[src/rtl/ins_fetcher_pkg.sv]
// Shared definitions for the instruction fetch stage: opcodes, fetch FSM
// states, queue entry layout and branch-history counter constants.
package ins_fetcher_pkg;

  localparam int          DATA_W     = 32;
  localparam logic [6:0]  OPC_JAL    = 7'b1101111;
  localparam logic [6:0]  OPC_JALR   = 7'b1100111;
  localparam logic [6:0]  OPC_BRANCH = 7'b1100011;

  // Two-bit saturating counter bounds and the weakly-not-taken reset value
  localparam logic [1:0]  CTR_MIN  = 2'b00;
  localparam logic [1:0]  CTR_MAX  = 2'b11;
  localparam logic [1:0]  CTR_INIT = 2'b01;

  typedef enum logic [1:0] {
    ST_IDLE  = 2'd0,
    ST_BUSY  = 2'd1,
    ST_FLUSH = 2'd2
  } fetch_state_t;

  typedef struct packed {
    logic [DATA_W-1:0] pc;
    logic [DATA_W-1:0] instr;
    logic              pred;
  } iq_entry_t;

endpackage

[src/rtl/ins_fetcher_bp.sv]
// Branch history table: one 2-bit saturating counter per index, with an
// asynchronous lookup port and a registered update port. A lookup that
// collides with an update in the same cycle sees the pre-update counter.
module branch_predictor
  import ins_fetcher_pkg::*;
#(
  parameter int BHT_BITS = 6
) (
  input  logic                clk,
  input  logic                rst,
  input  logic                rdy,
  input  logic [BHT_BITS-1:0] lookup_idx,
  output logic                lookup_taken,
  input  logic                upd_valid,
  input  logic [BHT_BITS-1:0] upd_idx,
  input  logic                upd_taken
);

  localparam int BHT_SIZE = 1 << BHT_BITS;

  logic [1:0] bht_reg [BHT_SIZE];
  logic [1:0] upd_cur;
  logic [1:0] upd_next;

  assign lookup_taken = bht_reg[lookup_idx][1];
  assign upd_cur      = bht_reg[upd_idx];

  // Saturating step of the counter being trained
  always_comb begin
    upd_next = upd_cur;
    if (upd_taken) begin
      if (upd_cur != CTR_MAX) upd_next = upd_cur + 2'b01;
    end else begin
      if (upd_cur != CTR_MIN) upd_next = upd_cur - 2'b01;
    end
  end

  // Counter storage: all entries start weakly not-taken
  always_ff @(posedge clk) begin
    if (rst) begin
      for (int i = 0; i < BHT_SIZE; i++) bht_reg[i] <= CTR_INIT;
    end else if (rdy && upd_valid) begin
      bht_reg[upd_idx] <= upd_next;
    end
  end

endmodule

[src/rtl/ins_fetcher.sv]
// Fetch stage: one outstanding memory request at a time, a small in-order
// instruction queue, next-PC prediction (JAL always, branches via BHT) and
// rollback redirect. At most one instruction per cycle goes to dispatch.
module ins_fetcher
  import ins_fetcher_pkg::*;
#(
  parameter int IQ_DEPTH = 4,
  parameter int BHT_BITS = 6
) (
  input  logic        clk,
  input  logic        rst,
  input  logic        rdy,
  input  logic        rollback_signal,
  input  logic [31:0] rollback_pc,
  input  logic        upd_valid,
  input  logic [31:0] upd_pc,
  input  logic        upd_taken,
  input  logic        stall,
  output logic        mem_req,
  output logic [31:0] mem_addr,
  input  logic        mem_ack,
  input  logic [31:0] mem_instr,
  output logic        valid_2disp,
  output logic [31:0] pc_2disp,
  output logic [31:0] instr_2disp,
  output logic        pred_jump_2disp
);

  localparam int               PTR_W   = $clog2(IQ_DEPTH);
  localparam int               CNT_W   = PTR_W + 1;
  localparam logic [CNT_W-1:0] IQ_FULL = CNT_W'(IQ_DEPTH);

  fetch_state_t      state_reg, state_next;
  logic [31:0]       pc_reg, pc_next;
  logic              mem_req_reg, mem_req_next;
  logic [31:0]       mem_addr_reg, mem_addr_next;
  logic [PTR_W-1:0]  head_reg, tail_reg;
  logic [CNT_W-1:0]  count_reg;
  logic              valid_reg;
  logic [31:0]       disp_pc_reg, disp_instr_reg;
  logic              disp_pred_reg;

  iq_entry_t         iq_mem [IQ_DEPTH];
  iq_entry_t         head_entry;

  logic              bht_taken;
  logic              pred_taken;
  logic [31:0]       fetch_next_pc;
  logic [31:0]       j_imm, b_imm;
  logic              issue_req, push, pop, ack_done;
  logic              unused_upd_bits;

  // Only the index bits of the committed branch PC train the table
  assign unused_upd_bits = ^{upd_pc[31:BHT_BITS+2], upd_pc[1:0]};

  branch_predictor #(.BHT_BITS(BHT_BITS)) u_bp (
    .clk          (clk),
    .rst          (rst),
    .rdy          (rdy),
    .lookup_idx   (pc_reg[BHT_BITS+1:2]),
    .lookup_taken (bht_taken),
    .upd_valid    (upd_valid),
    .upd_idx      (upd_pc[BHT_BITS+1:2]),
    .upd_taken    (upd_taken)
  );

  // J-type and B-type immediates, sign-extended
  assign j_imm = {{11{mem_instr[31]}}, mem_instr[31], mem_instr[19:12],
                  mem_instr[20], mem_instr[30:21], 1'b0};
  assign b_imm = {{19{mem_instr[31]}}, mem_instr[31], mem_instr[7],
                  mem_instr[30:25], mem_instr[11:8], 1'b0};

  // Static target decode of the returning word plus BHT direction
  always_comb begin
    pred_taken    = 1'b0;
    fetch_next_pc = pc_reg + 32'd4;
    case (mem_instr[6:0])
      OPC_JAL: begin
        pred_taken    = 1'b1;
        fetch_next_pc = pc_reg + j_imm;
      end
      OPC_BRANCH: begin
        if (bht_taken) begin
          pred_taken    = 1'b1;
          fetch_next_pc = pc_reg + b_imm;
        end
      end
      // Indirect target is unknown here, so fall through sequentially
      OPC_JALR: pred_taken = 1'b0;
      default:  pred_taken = 1'b0;
    endcase
  end

  // FSM state register
  always_ff @(posedge clk) begin
    if (rst)      state_reg <= ST_IDLE;
    else if (rdy) state_reg <= state_next;
  end

  // FSM next state: a rollback during an open request must still wait for its ack
  always_comb begin
    state_next = state_reg;
    case (state_reg)
      ST_IDLE:  if (!rollback_signal && (count_reg < IQ_FULL)) state_next = ST_BUSY;
      ST_BUSY: begin
        if (mem_ack)              state_next = ST_IDLE;
        else if (rollback_signal) state_next = ST_FLUSH;
      end
      ST_FLUSH: if (mem_ack) state_next = ST_IDLE;
      default:  state_next = ST_IDLE;
    endcase
  end

  // FSM outputs: request handshake, queue push/pop and PC redirect
  always_comb begin
    issue_req     = (state_reg == ST_IDLE) && !rollback_signal && (count_reg < IQ_FULL);
    ack_done      = (state_reg != ST_IDLE) && mem_ack;
    push          = (state_reg == ST_BUSY) && mem_ack && !rollback_signal;
    pop           = (count_reg != '0) && !stall && !rollback_signal;
    mem_req_next  = mem_req_reg;
    mem_addr_next = mem_addr_reg;
    if (issue_req) begin
      mem_req_next  = 1'b1;
      mem_addr_next = pc_reg;
    end
    if (ack_done) mem_req_next = 1'b0;
    pc_next = pc_reg;
    if (rollback_signal) pc_next = rollback_pc;
    else if (push)       pc_next = fetch_next_pc;
  end

  // Queue storage; the tail slot is always free when a word is pushed
  always_ff @(posedge clk) begin
    if (!rst && rdy && push) begin
      iq_mem[tail_reg] <= '{pc: pc_reg, instr: mem_instr, pred: pred_taken};
    end
  end

  assign head_entry = iq_mem[head_reg];

  // Datapath registers: PC, memory port, queue pointers and dispatch outputs
  always_ff @(posedge clk) begin
    if (rst) begin
      pc_reg         <= '0;
      mem_req_reg    <= 1'b0;
      mem_addr_reg   <= '0;
      head_reg       <= '0;
      tail_reg       <= '0;
      count_reg      <= '0;
      valid_reg      <= 1'b0;
      disp_pc_reg    <= '0;
      disp_instr_reg <= '0;
      disp_pred_reg  <= 1'b0;
    end else if (rdy) begin
      pc_reg       <= pc_next;
      mem_req_reg  <= mem_req_next;
      mem_addr_reg <= mem_addr_next;
      if (rollback_signal) begin
        head_reg  <= '0;
        tail_reg  <= '0;
        count_reg <= '0;
        valid_reg <= 1'b0;
      end else begin
        valid_reg <= pop;
        if (push) tail_reg <= tail_reg + PTR_W'(1);
        if (pop) begin
          head_reg       <= head_reg + PTR_W'(1);
          disp_pc_reg    <= head_entry.pc;
          disp_instr_reg <= head_entry.instr;
          disp_pred_reg  <= head_entry.pred;
        end
        if (push && !pop)      count_reg <= count_reg + CNT_W'(1);
        else if (!push && pop) count_reg <= count_reg - CNT_W'(1);
      end
    end
  end

  assign mem_req         = mem_req_reg;
  assign mem_addr        = mem_addr_reg;
  assign valid_2disp     = valid_reg;
  assign pc_2disp        = disp_pc_reg;
  assign instr_2disp     = disp_instr_reg;
  assign pred_jump_2disp = disp_pred_reg;

endmodule

[config.mk]
export PLATFORM = sky130hd
export DESIGN_NAME = ins_fetcher
export DESIGN_NICKNAME = d
export VERILOG_FILES = /design/src/rtl/ins_fetcher_pkg.sv /design/src/rtl/ins_fetcher_bp.sv /design/src/rtl/ins_fetcher.sv
export SDC_FILE = /design/constraint.sdc
export NUM_CORES = 1
export LEC_CHECK = 0
export BUFFER_PORTS_ARGS = -buffer_cell sky130_fd_sc_hd__buf_2
export CAP_MARGIN = 20
export CORE_MARGIN = 2
export CORE_UTILIZATION = 55
export DETAILED_ROUTE_END_ITERATION = 8
export PLACE_DENSITY = 0.77
export SLEW_MARGIN = 20
export SYNTH_ARGS = -nofsm -noshare
export SYNTH_HDL_FRONTEND = slang
export SYNTH_HIERARCHICAL = 1
export SYNTH_SLANG_ARGS = --single-unit
[constraint.sdc]
create_clock -name clk -period 3.9 [get_ports clk]
set_input_delay 0.78 -clock clk [delete_from_list [all_inputs] [get_ports clk]]
set_output_delay 0.78 -clock clk [all_outputs]
set_load 0.005 [all_outputs]
Word-level counts from Yosys, hierarchy flattened
Memories as Yosys holds them, arrays and structs flattened. A register that Yosys moved wholly into a read port is not among the register bits.
Index checks and enable logic that the tools add are counted.
{ "classes": {"n_addsub": 9, "magnitude_cmp": 1, "n_eq_ne": 8, "mux": 36, "bitwise": 1, "n_reduce_logical": 34} }
{ "op_table": {"columns": ["cell", "n"], "rows": [
  ["$mux W32", 3],
  ["$add A32 B32 Y32", 2],
  ["$pmux W32 S2", 1],
  ["$add A32 B3 Y32 const B", 1],
  ["$mux W2", 12],
  ["$mux W6", 3],
  ["$eq A7 B7 Y1 const B", 2],
  ["$logic_and A1 B1 Y1", 13],
  ["$mux W1", 12],
  ["$reduce_and A2 Y1", 5],
  ["$reduce_bool A2 Y1", 5],
  ["$mux W3", 3],
  ["$add A2 B1 Y2 const B", 3],
  ["$ne A2 B2 Y1 const B", 3],
  ["$pmux W2 S3", 1],
  ["$reduce_bool A3 Y1", 2],
  ["$logic_not A1 Y1", 5],
  ["$reduce_and A4 Y1", 1],
  ["$add A3 B1 Y3 const B", 1],
  ["$lt A3 B3 Y1 const B", 1],
  ["$ne A3 B3 Y1 const B", 1],
  ["$reduce_and A3 Y1", 1],
  ["$sub A3 B1 Y3 const B", 1],
  ["$eq A2 B1 Y1 const B", 1],
  ["6 further kinds", 6]
]} }
{ "word_totals": {"regBits": 75, "ram_bits": 388, "n_memories": 2} }
{ "memory_table": {"columns": ["memory", "words", "width", "read_ports", "rd_clocked_by_memory_dff", "write_ports", "line_no", "source"], "rows": [
  ["iq_mem", 4, 65, 1, 1, 1, "ins_fetcher.sv:43", "iq_entry_t iq_mem [IQ_DEPTH];"],
  ["u_bp.bht_reg", 64, 2, 2, 1, 64, "ins_fetcher_bp.sv:21", "logic [1:0] bht_reg [BHT_SIZE];"]
]} }

Longest topological paths before layout
Gate-level depths: netlist (run 1).
{ "logic_depth": {"depth_word": 8, "depth_mapped": 15, "ltp_nobuf": 12} }

Modules after synthesis
The synthesis (run 1) kept the hierarchy.
{ "by_module_without_submodules": {"columns": ["module", "n_inst", "cells_each", "area_per_inst_um2", "seq_area_each_um2"], "rows": [
  ["ins_fetcher", 1, 1586, 18485.2, 10610.2],
  ["branch_predictor", 1, 584, 7342.0, 3843.7]
]} }

Worst setup path before layout (run 1)
OpenSTA, ideal clock, no wires.
{ "synth_timing": {"path_type": "reg-to-reg", "startpoint": "register pc_reg[2]", "endpoint": "register pc_reg[9]", "setup_time_ps": 132, "arrival_time_ps": 3889, "setup_slack_ps": -121, "path_stages_with_launch": 15, "path_buffers": 2, "period_less_slack_ps": 4021, "cell_sequence": "dfxtp_1 > buf_2 > buf_2 > mux4_2 > mux4_2 > mux4_2 > nand2_1 > nor2_2 > nor2_1 > inv_1 > a222oi_1 > o22ai_1 > a311o_1 > o211ai_1 > a21oi_1"} }
{ "synth_via": {"elab_chain_cells": 5} }
{ "synth_lines": {"columns": ["item", "line_no", "source"], "rows": [
  ["from (decl)", "ins_fetcher.sv:34", "logic [31:0] pc_reg, pc_next;"],
  ["from (signal assigned)", "ins_fetcher.sv:155", "pc_reg <= pc_next;"],
  ["$add A32 B3 Y32 / $add A32 B32 Y32 (equally long branches)", "ins_fetcher.sv:76, ins_fetcher.sv:85", null],
  ["$mux W32", "ins_fetcher.sv:83", "if (bht_taken) begin"],
  ["$pmux W32 S2 (*)", "ins_fetcher.sv:77", "case (mem_instr[6:0])"],
  ["$mux W32 (*)", "ins_fetcher.sv:129", "else if (push) pc_next = fetch_next_pc;"],
  ["$mux W32 (*)", "ins_fetcher.sv:128", "if (rollback_signal) pc_next = rollback_pc;"]
]} }
Every way passes the cells marked *; elsewhere a longest branch is shown, timed or not. The select of a mux whose other input is x is not followed.
A chain may end at the register's enable or synchronous reset.

Worst setup path after layout (run 1)
{ "layout_timing": {"startpoint": "register pc_reg[2]", "endpoint": "register pc_reg[25]"} }
The elaborated chain is that of the path after synthesis.

==> metrics.md, run 1 <==
| Metric | Value |
|---|---|
| Result of the run | completed |
| Port-buffer cells | 176 |
| Req. time, crit path | 4.44 ns |
| Non-filler instance count after layout | 2991 |
| Number of vias in the routed layout | 19100 |
| Detail Route Antenna Nets | 0 |
| Placed cells | 2891 |
| Synthesized instance count | 2170 |
| Wire length per cell | 23.6 um |
| Reported max-cap violation count | 0 |
| Synth warnings | 6 |
| Minimum setup slack in the final design | 0.151 ns |
| Maximum number of buffers from clock root to sink | 3 |
| Routability-driven placement congestion ratio | 0.955 |
| Leakage | 10.1 nW |
| Type of the most critical hold path | primary input to flip-flop |
| Clk_skew | 0.0261 ns |
| Kind of critical path | flip-flop to flip-flop |
| Initial antenna violation count | 2 |
| Achievable frequency | 0.267 GHz |
| Via count of the first global-routing pass | ~18000 |
| Std cell rows | just under 80 |
| Initial standard-cell utilization of the core | 0.556 |
| Power per standard cell area | 436 nW/um^2 |
| Number of H-tree levels | 2 |
| Maximum vdd ir drop | just under 0.0004 V |
| Fraction of final layout cells sized beyond drive strength 1 | 0.234 |
| Layout Cell Area excl Fill | slightly below 30000 sq um |
| Sum of negative setup slack | 0 ns |
| Pin count of the biggest net entering global routing | 89 |
| Worst reg2reg path endpoint | pc_reg[25] |
| Number of setup violations in the final report | 0 |
| Top flip-flop cell by instance count after synthesis | sky130_fd_sc_hd__edfxtp_1 |
| Area growth from synthesis to final layout | 13.9% |
| Clock latency reported for the late side of the worst-skew pair | 0.62 ns |
| Number of nets in the synthesized netlist | 2325 |
| Starting DRC count in detailed routing | 2317 |
| Source of the worst hold timing path | mem_instr[4] |
| Relative max-transition margin | 0.405 |
| Max-slew violation count | 0 |
| Floorplan Core Area | 46500 sq um |
| Nets | 2494 |
| Clock tree from TritonCTS | yes |
| Worst setup SP type | flip-flop |
| Area of the mapped netlist | 25800 sq um |
| Horizontal die dimension | ~220 um |
| Top-Level Pins | approximately 200 |
| Buf/Inv on CP | 3 |
| Crit path max fanout | 35 |
| Layout Utilization | 0.633 |
| Ratio of routed vias to standard cells | 6.39 |
| Slew at the pin closest to its max-slew limit | 0.892 ns |
| Number of optimization iterations in the first detailed-route pass | 6 |
| Setup slack of the most critical reg-to-reg path | 0.15 ns |
| Part of the cycle the worst path needs | 0.961 |
| Final number of hold-violating endpoints | 0 |
| GR Util All Layers | 0.289 |
| R2R Path Start | pc_reg[2] |
| Placed wire-length estimate | roughly 46 mm |
| Detailed-route wire length | 70.5 mm |
| Delay of the slowest critical-path stage | 0.57 ns |
| Kind of end point of the critical path | flip-flop |
| Post-synthesis area per instance | roughly 12 sq um |
| Arrival time of data at the critical path endpoint | 4.29 ns |
| Slowest stage cell on the critical path | sky130_fd_sc_hd__mux4_2 |
| Logic depth of the worst register-to-register path | 13 |
| Hold EP | iq_mem[3][5] |
| WHS | 0.427 ns |
| Height of the chip | 221 um |
| Portion of the post-synthesis area used by sequential elements | 0.560 |
| Flop and latch count out of synthesis | 528 |
| Unrepaired setup endpoints after global routing | no |
| Global-route wire length before repair | 106 mm |
| Clock period minus final worst setup slack | 3.75 ns |
| Clock net sink count | around 530 |
| Critical-path cell list | buf_12 -> mux4_2 -> mux4_2 -> mux4_2 -> nand2_1 -> nor2_2 -> nor2_1 -> inv_1 -> buf_12 -> o21ai_0 -> a2111oi_0 -> a21oi_1 -> a41o_1 |
| CTS Buf Count | 53 |
| DIE AREA | approximately 49000 sq um |
| Max reg flops | 260 |
| Filler Cells Inserted | 3496 |
| Crit-path most repeated cell | sky130_fd_sc_hd__mux4_2 |
| Worst slack at placement | 0.203 ns |
| Power after layout | 12.8 mW |
| Most used cells in the layout excluding fill and tap cells | 388 x sky130_fd_sc_hd__edfxtp_1, 338 x sky130_fd_sc_hd__nand2_1, 181 x sky130_fd_sc_hd__a21oi_1, 175 x sky130_fd_sc_hd__buf_2, 137 x sky130_fd_sc_hd__dfxtp_1 |
| Post-synth EDFFs | 388 |
| Hold Crit Depth | 1 |
| Library cells used by synthesis | 98 |
| Overflow left after global routing | 0 |
| CTS Root Buffer Type | sky130_fd_sc_hd__clkbuf_16 |
| Most common cell after layout, fill and taps aside | sky130_fd_sc_hd__edfxtp_1 |
| Proportion of synthesized flip-flops having asynchronous set or reset | 0 |
| Post-CTS clock slew at the launch and capture registers of the worst setup and hold paths | 0.06 ns |
| Cell area after placement | 27600 sq um |
| Total DRC errors in the routed layout | 0 |
| Family with the most delay on the worst path | multiplexers |
-- what timing repair did --
| action | in CTS | in global routing |
|---|---|---|
| endpoints found under the setup margin | 0 | 1 |
| resized for setup | 0 | 1 |
| endpoints found under the hold margin | 0 | 0 |
| hold buffers | 0 | 0 |
| buffers inserted | 0 | 0 |
-- per-layer routing --
| layer | share of wire | GRT usage |
|---|---|---|
| met5 | 0.00017 | 0 |
| met3 | 0.10 | 0.0499 |
| met1 | 0.40 | 0.412 |
| met2 | 0.47 | 0.455 |
| met4 | 0.030 | 0.0924 |
-- report_power, final --
part,internal (mW),total (mW),switching (mW)
Clock,3.14,5.30,2.16
Sequential,6.11,6.20,0.0923
Combinational,0.493,1.32,0.825
-- synth_stat cells (11+ instances only) --
library cell               number  area share
sky130_fd_sc_hd__edfxtp_1     388        0.45
sky130_fd_sc_hd__nand2_1      338       0.049
sky130_fd_sc_hd__a21oi_1      182       0.035
sky130_fd_sc_hd__dfxtp_1      140        0.11
sky130_fd_sc_hd__nor2_1       133       0.019
sky130_fd_sc_hd__mux4_2       105       0.092
sky130_fd_sc_hd__clkbuf_1      88       0.013
sky130_fd_sc_hd__nand3_1       81       0.016
sky130_fd_sc_hd__o21ai_0       63       0.012
sky130_fd_sc_hd__ha_1          48       0.023
sky130_fd_sc_hd__nor3_1        36      0.0070
sky130_fd_sc_hd__nor3_2        36       0.014
sky130_fd_sc_hd__nand2b_1      34      0.0082
sky130_fd_sc_hd__xnor2_1       31       0.011
sky130_fd_sc_hd__or2_2         28      0.0068
sky130_fd_sc_hd__inv_1         26      0.0038
sky130_fd_sc_hd__o21bai_1      26      0.0076
sky130_fd_sc_hd__mux2i_1       24      0.0093
sky130_fd_sc_hd__xor2_1        23      0.0078
sky130_fd_sc_hd__buf_2         21      0.0041
sky130_fd_sc_hd__buf_6         20      0.0087
sky130_fd_sc_hd__nand4_1       16      0.0039
sky130_fd_sc_hd__a21o_1        14      0.0041
sky130_fd_sc_hd__o221ai_1      14      0.0047
sky130_fd_sc_hd__o22ai_1       14      0.0034
sky130_fd_sc_hd__a211oi_1      13      0.0038
sky130_fd_sc_hd__nor2b_1       13      0.0031
sky130_fd_sc_hd__and3_1        12      0.0029
sky130_fd_sc_hd__buf_1         12      0.0017
sky130_fd_sc_hd__o211ai_1      11      0.0032
-- final cells by class --
type | instances | area (sq um) | area share
antenna | 1 | 2.50 | 0.0000851
clock inverter | 25 | 259 | 0.00880
sequential | 528 | 14500 | 0.492
timing repair buffer | 260 | 1710 | 0.0580
clock buffer | 74 | 1570 | 0.0534
tap | 607 | 759 | 0.0258
multi-input combinational | 1468 | 10600 | 0.359
inverter | 28 | 105 | 0.00357
-- cell families (layout without fill, tap and decap cells) --
kind of cell               count (synthesis)  after routing  share of synthesized area
xor gates and xnor gates                  54             54                     0.0183
other                                      0              1                          0
and+or+nand+nor                          788            788                      0.149
AOI/OAI and AO/OA                        441            441                      0.111
muxes                                    132            132                      0.103
buffers and inverters                    174            387                     0.0328
adders and majority gates                 53             53                     0.0265
DFF                                      528            528                      0.560
-- worst max path at each step --
| stage | depth (start not counted) | start | end | slack, ns |
|---|---|---|---|---|
| global placement | 13 | pc_reg[2] | pc_reg[9] | 0.23 |
| detailed placement | 13 | pc_reg[2] | pc_reg[9] | 0.20 |
| CTS | 13 | pc_reg[2] | pc_reg[9] | 0.20 |
| finish | 13 | pc_reg[2] | pc_reg[25] | 0.15 |
| floorplan | 14 | pc_reg[2] | pc_reg[9] | 0.02 |
| global route | 13 | pc_reg[2] | pc_reg[9] | 0.002 |
(Power assumes the default switching activity.)
==> inputs of run 2 (changes only) <==
--- a/config.mk
+++ b/config.mk
@@ -7,10 +7,9 @@
 export LEC_CHECK = 0
 export BUFFER_PORTS_ARGS = -buffer_cell sky130_fd_sc_hd__buf_2
 export CAP_MARGIN = 20
-export CORE_MARGIN = 2
 export CORE_UTILIZATION = 55
 export DETAILED_ROUTE_END_ITERATION = 8
-export PLACE_DENSITY = 0.77
+export PLACE_DENSITY = 0.74
 export SLEW_MARGIN = 20
 export SYNTH_ARGS = -nofsm -noshare
 export SYNTH_HDL_FRONTEND = slang
==> constraint.sdc (replaced) <==
create_clock -name clk -period 3.75 [get_ports clk]
set_input_delay 0.75 -clock clk [delete_from_list [all_inputs] [get_ports clk]]
set_output_delay 0.75 -clock clk [all_outputs]
set_load 0.005 [all_outputs]
==> run 2 against run 1 <==
Compared with the run above:
- critical path type unchanged
- die area is 1.8% lower
- via count is 0.43% lower
- register-to-register slack worse by 0.07 ns
- core utilization is 0.24 points higher
- fmax is 2.1% higher
- largest cell class unchanged
- final area is 0.38% higher
- final cell count is 1.2% higher
==> metrics.md, run 2 (synthesis gave the netlist of run 1 again) <==
| Metric | Value |
|---|---|
| Result of the run | completed (unchanged) |
| Non-filler instance count after layout | 3027 (was 2991) |
| Max reg flops | 260 (unchanged) |
| Number of vias in the routed layout | 19000 (was 19100) |
| Most common cell after layout, fill and taps aside | sky130_fd_sc_hd__edfxtp_1 (unchanged) |
| Max-slew violation count | 0 (unchanged) |
| Clock latency reported for the late side of the worst-skew pair | 0.62 ns (about the same) |
| Detail Route Antenna Nets | 0 (unchanged) |
| Maximum vdd ir drop | 0.000362 V (was 0.000392 V) |
| Clock net sink count | 528 (unchanged) |
| Wire length per cell | 23.5 um (was 23.6 um) |
| Crit-path most repeated cell | sky130_fd_sc_hd__mux4_2 (unchanged) |
| Critical path origin | pc_reg[2] (unchanged) |
| DIE AREA | 47800 sq um (was 48700 sq um) |
| Overflow left after global routing | 0 (unchanged) |
| GR Util All Layers | 0.297 (was 0.289) |
| Pin count of the biggest net entering global routing | 74 (was 89) |
| Leakage | 10.2 nW (was 10.1 nW) |
| Diodes inserted | 0 (was 1) |
| Worst setup SP type | flip-flop (unchanged) |
| Initial antenna violation count | 1 (was 2) |
| Initial standard-cell utilization of the core | 0.556 (unchanged) |
| Type of the most critical hold path | primary input to flip-flop (unchanged) |
| Height of the chip | 219 um (was 221 um) |
| Routability-driven placement congestion ratio | 0.961 (was 0.955) |
| Setup Buffers After CTS | 0 (unchanged) |
| CTS Buf Count | 53 (unchanged) |
| Minimum setup slack in the final design | 0.0779 ns (was 0.151 ns) |
| Ratio of routed vias to standard cells | 6.28 (was 6.39) |
| Layout Cell Area excl Fill | 29500 sq um (was 29400 sq um) |
| Critical-path cell list | buf_12 -> mux4_2 -> mux4_2 -> mux4_2 -> nand2_1 -> nor2_2 -> nor2_2 -> inv_1 -> a222oi_1 -> o22ai_1 -> a311o_1 -> o211ai_1 -> a21oi_1 (was buf_12 -> mux4_2 -> mux4_2 -> mux4_2 -> nand2_1 -> nor2_2 -> nor2_1 -> inv_1 -> buf_12 -> o21ai_0 -> a2111oi_0 -> a21oi_1 -> a41o_1) |
| Floorplan Core Area | 46500 sq um (unchanged) |
| Req. time, crit path | 4.22 ns (was 4.44 ns) |
| Port-buffer cells | 176 (unchanged) |
| Number of optimization iterations in the first detailed-route pass | 6 (unchanged) |
| Part of the cycle the worst path needs | 0.979 (was 0.961) |
| Maximum number of buffers from clock root to sink | 3 (unchanged) |
| Buf/Inv on CP | 2 (was 3) |
| Clock period minus final worst setup slack | 3.67 ns (was 3.75 ns) |
| Starting DRC count in detailed routing | 1993 (was 2317) |
| Top-Level Pins | 203 (unchanged) |
| Achievable frequency | 0.272 GHz (was 0.267 GHz) |
| Family with the most delay on the worst path | multiplexers (unchanged) |
| Power after layout | 12.9 mW (was 12.8 mW) |
| Crit path max fanout | 5 (was 35) |
| Clock tree from TritonCTS | yes (unchanged) |
| Slew at the pin closest to its max-slew limit | 0.897 ns (was 0.892 ns) |
| CTS Root Buffer Type | sky130_fd_sc_hd__clkbuf_16 (unchanged) |
| Worst slack at placement | 0.0717 ns (was 0.203 ns) |
| Cell area after placement | 27800 sq um (was 27600 sq um) |
| Slowest stage cell on the critical path | sky130_fd_sc_hd__mux4_2 (unchanged) |
| Nets | 2531 (was 2494) |
| Global-route wire length before repair | 108 mm (was 106 mm) |
| Detailed-route wire length | 71.0 mm (was 70.5 mm) |
| Area growth from synthesis to final layout | 14.3% (was 13.9%) |
| Placed cells | 2926 (was 2891) |
| Clk_skew | 0.0329 ns (was 0.0261 ns) |
| WHS | 0.389 ns (was 0.427 ns) |
| Horizontal die dimension | 219 um (was 221 um) |
| Post-CTS clock slew at the launch and capture registers of the worst setup and hold paths | 0.07 ns (was 0.06 ns) |
| Source of the worst hold timing path | mem_instr[21] (was mem_instr[4]) |
| R2R Path Start | pc_reg[2] (unchanged) |
| Delay of the slowest critical-path stage | 0.56 ns (was 0.57 ns) |
| Number of setup violations in the final report | 0 (unchanged) |
| Final number of hold-violating endpoints | 0 (unchanged) |
| Total DRC errors in the routed layout | 0 (unchanged) |
| Std cell rows | 79 (unchanged) |
| Kind of end point of the critical path | flip-flop (unchanged) |
| Placed wire-length estimate | 48.2 mm (was 46.4 mm) |
| Power per standard cell area | 437 nW/um^2 (was 436 nW/um^2) |
| Via count of the first global-routing pass | 18600 (was 18200) |
| Number of H-tree levels | 2 (unchanged) |
| Fraction of final layout cells sized beyond drive strength 1 | 0.243 (was 0.234) |
| Arrival time of data at the critical path endpoint | 4.14 ns (was 4.29 ns) |
| Reported max-cap violation count | 0 (unchanged) |
| Relative max-transition margin | 0.402 (was 0.405) |
| Most used cells in the layout excluding fill and tap cells | 388 x sky130_fd_sc_hd__edfxtp_1, 338 x sky130_fd_sc_hd__nand2_1, 181 x sky130_fd_sc_hd__a21oi_1, 175 x sky130_fd_sc_hd__buf_2, 137 x sky130_fd_sc_hd__dfxtp_1 (unchanged) |
| Kind of critical path | flip-flop to flip-flop (unchanged) |
[run 2: path summary, 6_finish.rpt]
path                                       end  slack (ns)  cells past startpoint
worst min register to register  instr_2disp[6]        0.45                      2
worst min-delay path             iq_mem[2][22]        0.39                      1
worst max register to register       pc_reg[9]        0.08                     13
worst max-delay path                 pc_reg[9]        0.08                     13
[run 2: routing by layer]
layer  up-vias  share of wire  track usage
met4         0          0.024       0.0852
met3       123          0.085       0.0486
met5         -              0            0
met1      9453           0.42        0.423
met2       900           0.47        0.471
li1       8543              -            -
[run 2: what timing repair did]
item / CTS / global route
setup endpoints to repair: 0 / 18
hold buffers: 0 / 0
resized for setup: 0 / 8
[run 2: worst register-to-register path: stages (launching register included)]
cell and delay, ns:
sky130_fd_sc_hd__dfxtp_4 0.41, sky130_fd_sc_hd__buf_12 0.15, sky130_fd_sc_hd__mux4_2 0.55, sky130_fd_sc_hd__mux4_2 0.51
sky130_fd_sc_hd__mux4_2 0.56, sky130_fd_sc_hd__nand2_1 0.11, sky130_fd_sc_hd__nor2_2 0.07, sky130_fd_sc_hd__nor2_2 0.12
sky130_fd_sc_hd__inv_1 0.10, sky130_fd_sc_hd__a222oi_1 0.32, sky130_fd_sc_hd__o22ai_1 0.14, sky130_fd_sc_hd__a311o_1 0.33
sky130_fd_sc_hd__o211ai_1 0.08, sky130_fd_sc_hd__a21oi_1 0.09
[run 2: final cells by class]
| type | instances | area [sq um] |
|---|---|---|
| clock buffers | 83 | 1520 |
| clock inverters | 16 | 129 |
| fillers | 3536 | 16900 |
| inverters | 28 | 105 |
| multi-input cells | 1468 | 10600 |
| flip-flops and latches | 528 | 14500 |
| well taps | 607 | 759 |
| repair buffers | 297 | 1990 |
[run 2: per-stage QoR]
stage / setup TNS [ns] / utilization
finish: 0 / 0.636
global route: -0.00158 / 0.636
CTS: 0 / 0.634
detailed placement: 0 / 0.599
global placement: 0 / 0.599
floorplan: 0 / -
[run 2: power by group]
group          internal, mW  switching (mW)  leakage (nW)
Clock                  2.81            2.24         0.788
Combinational         0.534           0.871          4.67
Sequential             6.35          0.0950          4.70
==> inputs of run 3 (changes only) <==
--- a/config.mk
+++ b/config.mk
@@ -10,6 +10,7 @@
 export CORE_UTILIZATION = 55
 export DETAILED_ROUTE_END_ITERATION = 8
 export PLACE_DENSITY = 0.74
+export REMOVE_ABC_BUFFERS = 1
 export SLEW_MARGIN = 20
 export SYNTH_ARGS = -nofsm -noshare
 export SYNTH_HDL_FRONTEND = slang
==> run 3 against run 2 <==
Compared with the run above:
- wire length is 2.5% lower
- die area did not move
- final cell count decreased by 0.13%
- combinational power barely moved
- first-iteration DRC count down 12%
==> metrics.md, run 3 (synthesis gave the netlist of run 1 again) <==
| Metric | Value |
|---|---|
| Detailed-route wire length | 69.2 mm (was 71.0 mm) |
| Std cell rows | 79 (unchanged) |
| CTS Hold Bufs | 0 (unchanged) |
| Area growth from synthesis to final layout | 15.0% (was 14.3%) |
| Number of vias in the routed layout | 18900 (was 19000) |
| Initial standard-cell utilization of the core | 0.556 (unchanged) |
| Worst slack at placement | 0.0406 ns (was 0.0717 ns) |
| GR Util All Layers | 0.292 (was 0.297) |
| Maximum vdd ir drop | 0.000385 V (was 0.000362 V) |
| Fraction of final layout cells sized beyond drive strength 1 | 0.246 (was 0.243) |
| Combinational fraction of design power | 0.103 (was 0.109) |
| Max reg flops | 260 (unchanged) |
| Relative max-transition margin | 0.278 (was 0.402) |
| Result of the run | completed (unchanged) |
| Global-route wire length before repair | 106 mm (was 108 mm) |
| Horizontal die dimension | 219 um (unchanged) |
| CTS Root Buffer Type | sky130_fd_sc_hd__clkbuf_16 (unchanged) |
| Kind of critical path | flip-flop to flip-flop (unchanged) |
| Starting DRC count in detailed routing | 1755 (was 1993) |
| Overflow left after global routing | 0 (unchanged) |
| Crit path max fanout | 6 (was 5) |
| Slew at the pin closest to its max-slew limit | 1.08 ns (was 0.897 ns) |
| GR Layer Usage met3 | 0.0431 (was 0.0486) |
| Placed cells | 2920 (was 2926) |
| Achievable frequency | 0.277 GHz (was 0.272 GHz) |
| Placed wire-length estimate | 46.5 mm (was 48.2 mm) |
| Most common cell after layout, fill and taps aside | sky130_fd_sc_hd__edfxtp_1 (unchanged) |
| Unrepaired setup endpoints after global routing | yes |
| Minimum setup slack in the final design | 0.140 ns (was 0.0779 ns) |
| Non-filler instance count after layout | 3023 (was 3027) |
| Delay of the slowest critical-path stage | 0.57 ns (was 0.56 ns) |
| Detail Route Antenna Nets | 0 (unchanged) |
| Part of the cycle the worst path needs | 0.963 (was 0.979) |
| Nets | 2525 (was 2531) |
| Net switching fraction of the power | 0.239 (was 0.249) |
| Leakage | 10.2 nW (about the same) |
| Final number of hold-violating endpoints | 0 (unchanged) |
| Routability-driven placement congestion ratio | 0.941 (was 0.961) |
| Power after layout | 13.3 mW (was 12.9 mW) |
| Net switching power figure | 3.19 mW (was 3.21 mW) |
| Maximum number of buffers from clock root to sink | 3 (unchanged) |
| Arrival time of data at the critical path endpoint | 4.08 ns (was 4.14 ns) |
| Reported max-cap violation count | 0 (unchanged) |
| Buf/Inv on CP | 2 (unchanged) |
| Internal power | 10.2 mW (was 9.69 mW) |
| Most used cells in the layout excluding fill and tap cells | 388 x sky130_fd_sc_hd__edfxtp_1, 337 x sky130_fd_sc_hd__nand2_1, 181 x sky130_fd_sc_hd__a21oi_1, 175 x sky130_fd_sc_hd__buf_2, 137 x sky130_fd_sc_hd__dfxtp_1 (was 388 x sky130_fd_sc_hd__edfxtp_1, 338 x sky130_fd_sc_hd__nand2_1, 181 x sky130_fd_sc_hd__a21oi_1, 175 x sky130_fd_sc_hd__buf_2, 137 x sky130_fd_sc_hd__dfxtp_1) |
| Family with the most delay on the worst path | multiplexers (unchanged) |
| Met1 usage | 0.388 (was 0.423) |
| Port-buffer cells | 176 (unchanged) |
| Crit-path most repeated cell | sky130_fd_sc_hd__mux4_2 (unchanged) |
| Area of combinational cells with multiple inputs | 10600 sq um (about the same) |
| Clk_skew | 0.0209 ns (was 0.0329 ns) |
| Type of the most critical hold path | primary input to flip-flop (unchanged) |
| Via count of the first global-routing pass | 18700 (was 18600) |
| Clock tree from TritonCTS | yes (unchanged) |
| Total DRC errors in the routed layout | 0 (unchanged) |
| Number of H-tree levels | 2 (unchanged) |
| Number of setup violations in the final report | 0 (unchanged) |
| CTS Buf Count | 54 (was 53) |
| Max-slew violation count | 0 (unchanged) |
| DIE AREA | 47800 sq um (unchanged) |
| Reg area | 14500 sq um (about the same) |
| Wire length per cell | 22.9 um (was 23.5 um) |
| Floorplan Core Area | 46500 sq um (unchanged) |
| Ratio of routed vias to standard cells | 6.26 (was 6.28) |
| Filler Cells Inserted | 3564 (was 3536) |
| Clock share of power | 0.413 (was 0.391) |
| Number of optimization iterations in the first detailed-route pass | 6 (unchanged) |
| Met2 usage in global routing | 0.485 (was 0.471) |
| Critical-path cell list | buf_12 -> mux4_2 -> mux4_2 -> mux4_2 -> nand2_2 -> nor2_2 -> nor2_2 -> inv_2 -> a222oi_1 -> o22ai_1 -> a311o_1 -> o211ai_1 -> a21oi_1 (was buf_12 -> mux4_2 -> mux4_2 -> mux4_2 -> nand2_1 -> nor2_2 -> nor2_2 -> inv_1 -> a222oi_1 -> o22ai_1 -> a311o_1 -> o211ai_1 -> a21oi_1) |
| Clock period minus final worst setup slack | 3.61 ns (was 3.67 ns) |
| Resized cells post-CTS | 0 (unchanged) |
| Post-CTS clock slew at the launch and capture registers of the worst setup and hold paths | 0.06 ns (was 0.07 ns) |
| WHS | 0.390 ns (was 0.389 ns) |
| Top-Level Pins | 203 (unchanged) |
| Clock latency reported for the late side of the worst-skew pair | 0.61 ns (was 0.62 ns) |
| Req. time, crit path | 4.22 ns (about the same) |
| Busiest grt layer | met2 (unchanged) |
| Slowest stage cell on the critical path | sky130_fd_sc_hd__mux4_2 (unchanged) |
| Clock net sink count | 528 (unchanged) |
| Worst setup SP type | flip-flop (unchanged) |
| Setup Buffers After CTS | 0 (unchanged) |
| Initial antenna violation count | 2 (was 1) |
| Kind of end point of the critical path | flip-flop (unchanged) |
| Flop pwr share | 0.483 (was 0.500) |
| Height of the chip | 219 um (unchanged) |
| Pin count of the biggest net entering global routing | 69 (was 74) |
| Power per standard cell area | 449 nW/um^2 (was 437 nW/um^2) |
## run 3: changes by cell type in the layout (fill, tap and decap cells not counted), moves of 2 or more
cell and change:
sky130_fd_sc_hd__and2_2 -4, sky130_fd_sc_hd__clkinv_2 +7, sky130_fd_sc_hd__buf_12 +4, sky130_fd_sc_hd__buf_4 -11
sky130_fd_sc_hd__bufinv_16 +6, sky130_fd_sc_hd__buf_6 +2, sky130_fd_sc_hd__clkinvlp_4 -4, sky130_fd_sc_hd__and2_4 +4
sky130_fd_sc_hd__clkbuf_1 -9, sky130_fd_sc_hd__clkinv_4 +3
## run 3: power by group through the flow
stage,Combinational [mW],Clock [mW],Sequential (mW)
floorplan,0.778,0,6.56
detailed placement,1.35,0,6.57
CTS,1.36,5.59,6.45
global route,1.49,5.80,6.46
global placement,1.33,0,6.56
finish,1.38,5.52,6.45
## run 3: stage by stage
| stage | area, sq um | util | TNS (ns) |
|---|---|---|---|
| after detailed placement | 27800 | 0.599 | 0 |
| after floorplan | 25100 | - | -107.83 |
| after global routing | 29700 | 0.639 | -0.00357 |
| final | 29700 | 0.639 | 0 |
| after global placement | 27800 | 0.599 | 0 |
| after CTS | 29700 | 0.638 | 0 |
## run 3: worst paths after layout
check / from / to / slack, ns / depth (start not counted)
worst max-delay path: pc_reg[2] / pc_reg[9] / 0.14 / 13
worst min-delay path: mem_instr[6] / iq_mem[3][7] / 0.39 / 1
worst max register to register: pc_reg[2] / pc_reg[9] / 0.14 / 13
worst min register to register: instr_2disp[1] / instr_2disp[1] / 0.45 / 2
## run 3: area by class of cell
type | count | area share
antenna | 1 | 0.0000842
clock buffer | 76 | 0.0517
clock inverter | 25 | 0.00994
inverter | 28 | 0.00354
multi-input combinational | 1468 | 0.356
sequential | 528 | 0.487
tap | 607 | 0.0256
timing repair buffer | 290 | 0.0663
## run 3: worst reg2reg max path, delay by kind of cell (launching register included)
kind | cells | cell delay (ns)
buffers and inverters | 2 | 0.22
DFF | 1 | 0.43
AOI/OAI and AO/OA | 5 | 0.94
muxes | 3 | 1.62
and+or+nand+nor | 3 | 0.27
## run 3: routing by layer
layer / wire length (um) / vias up / share of wire
met4: 2440 / 2 / 0.035
met5: 9 / - / 0.00013
met3: 5010 / 153 / 0.072
met1: 28200 / 9391 / 0.41
met2: 33600 / 833 / 0.49
li1: - / 8547 / -
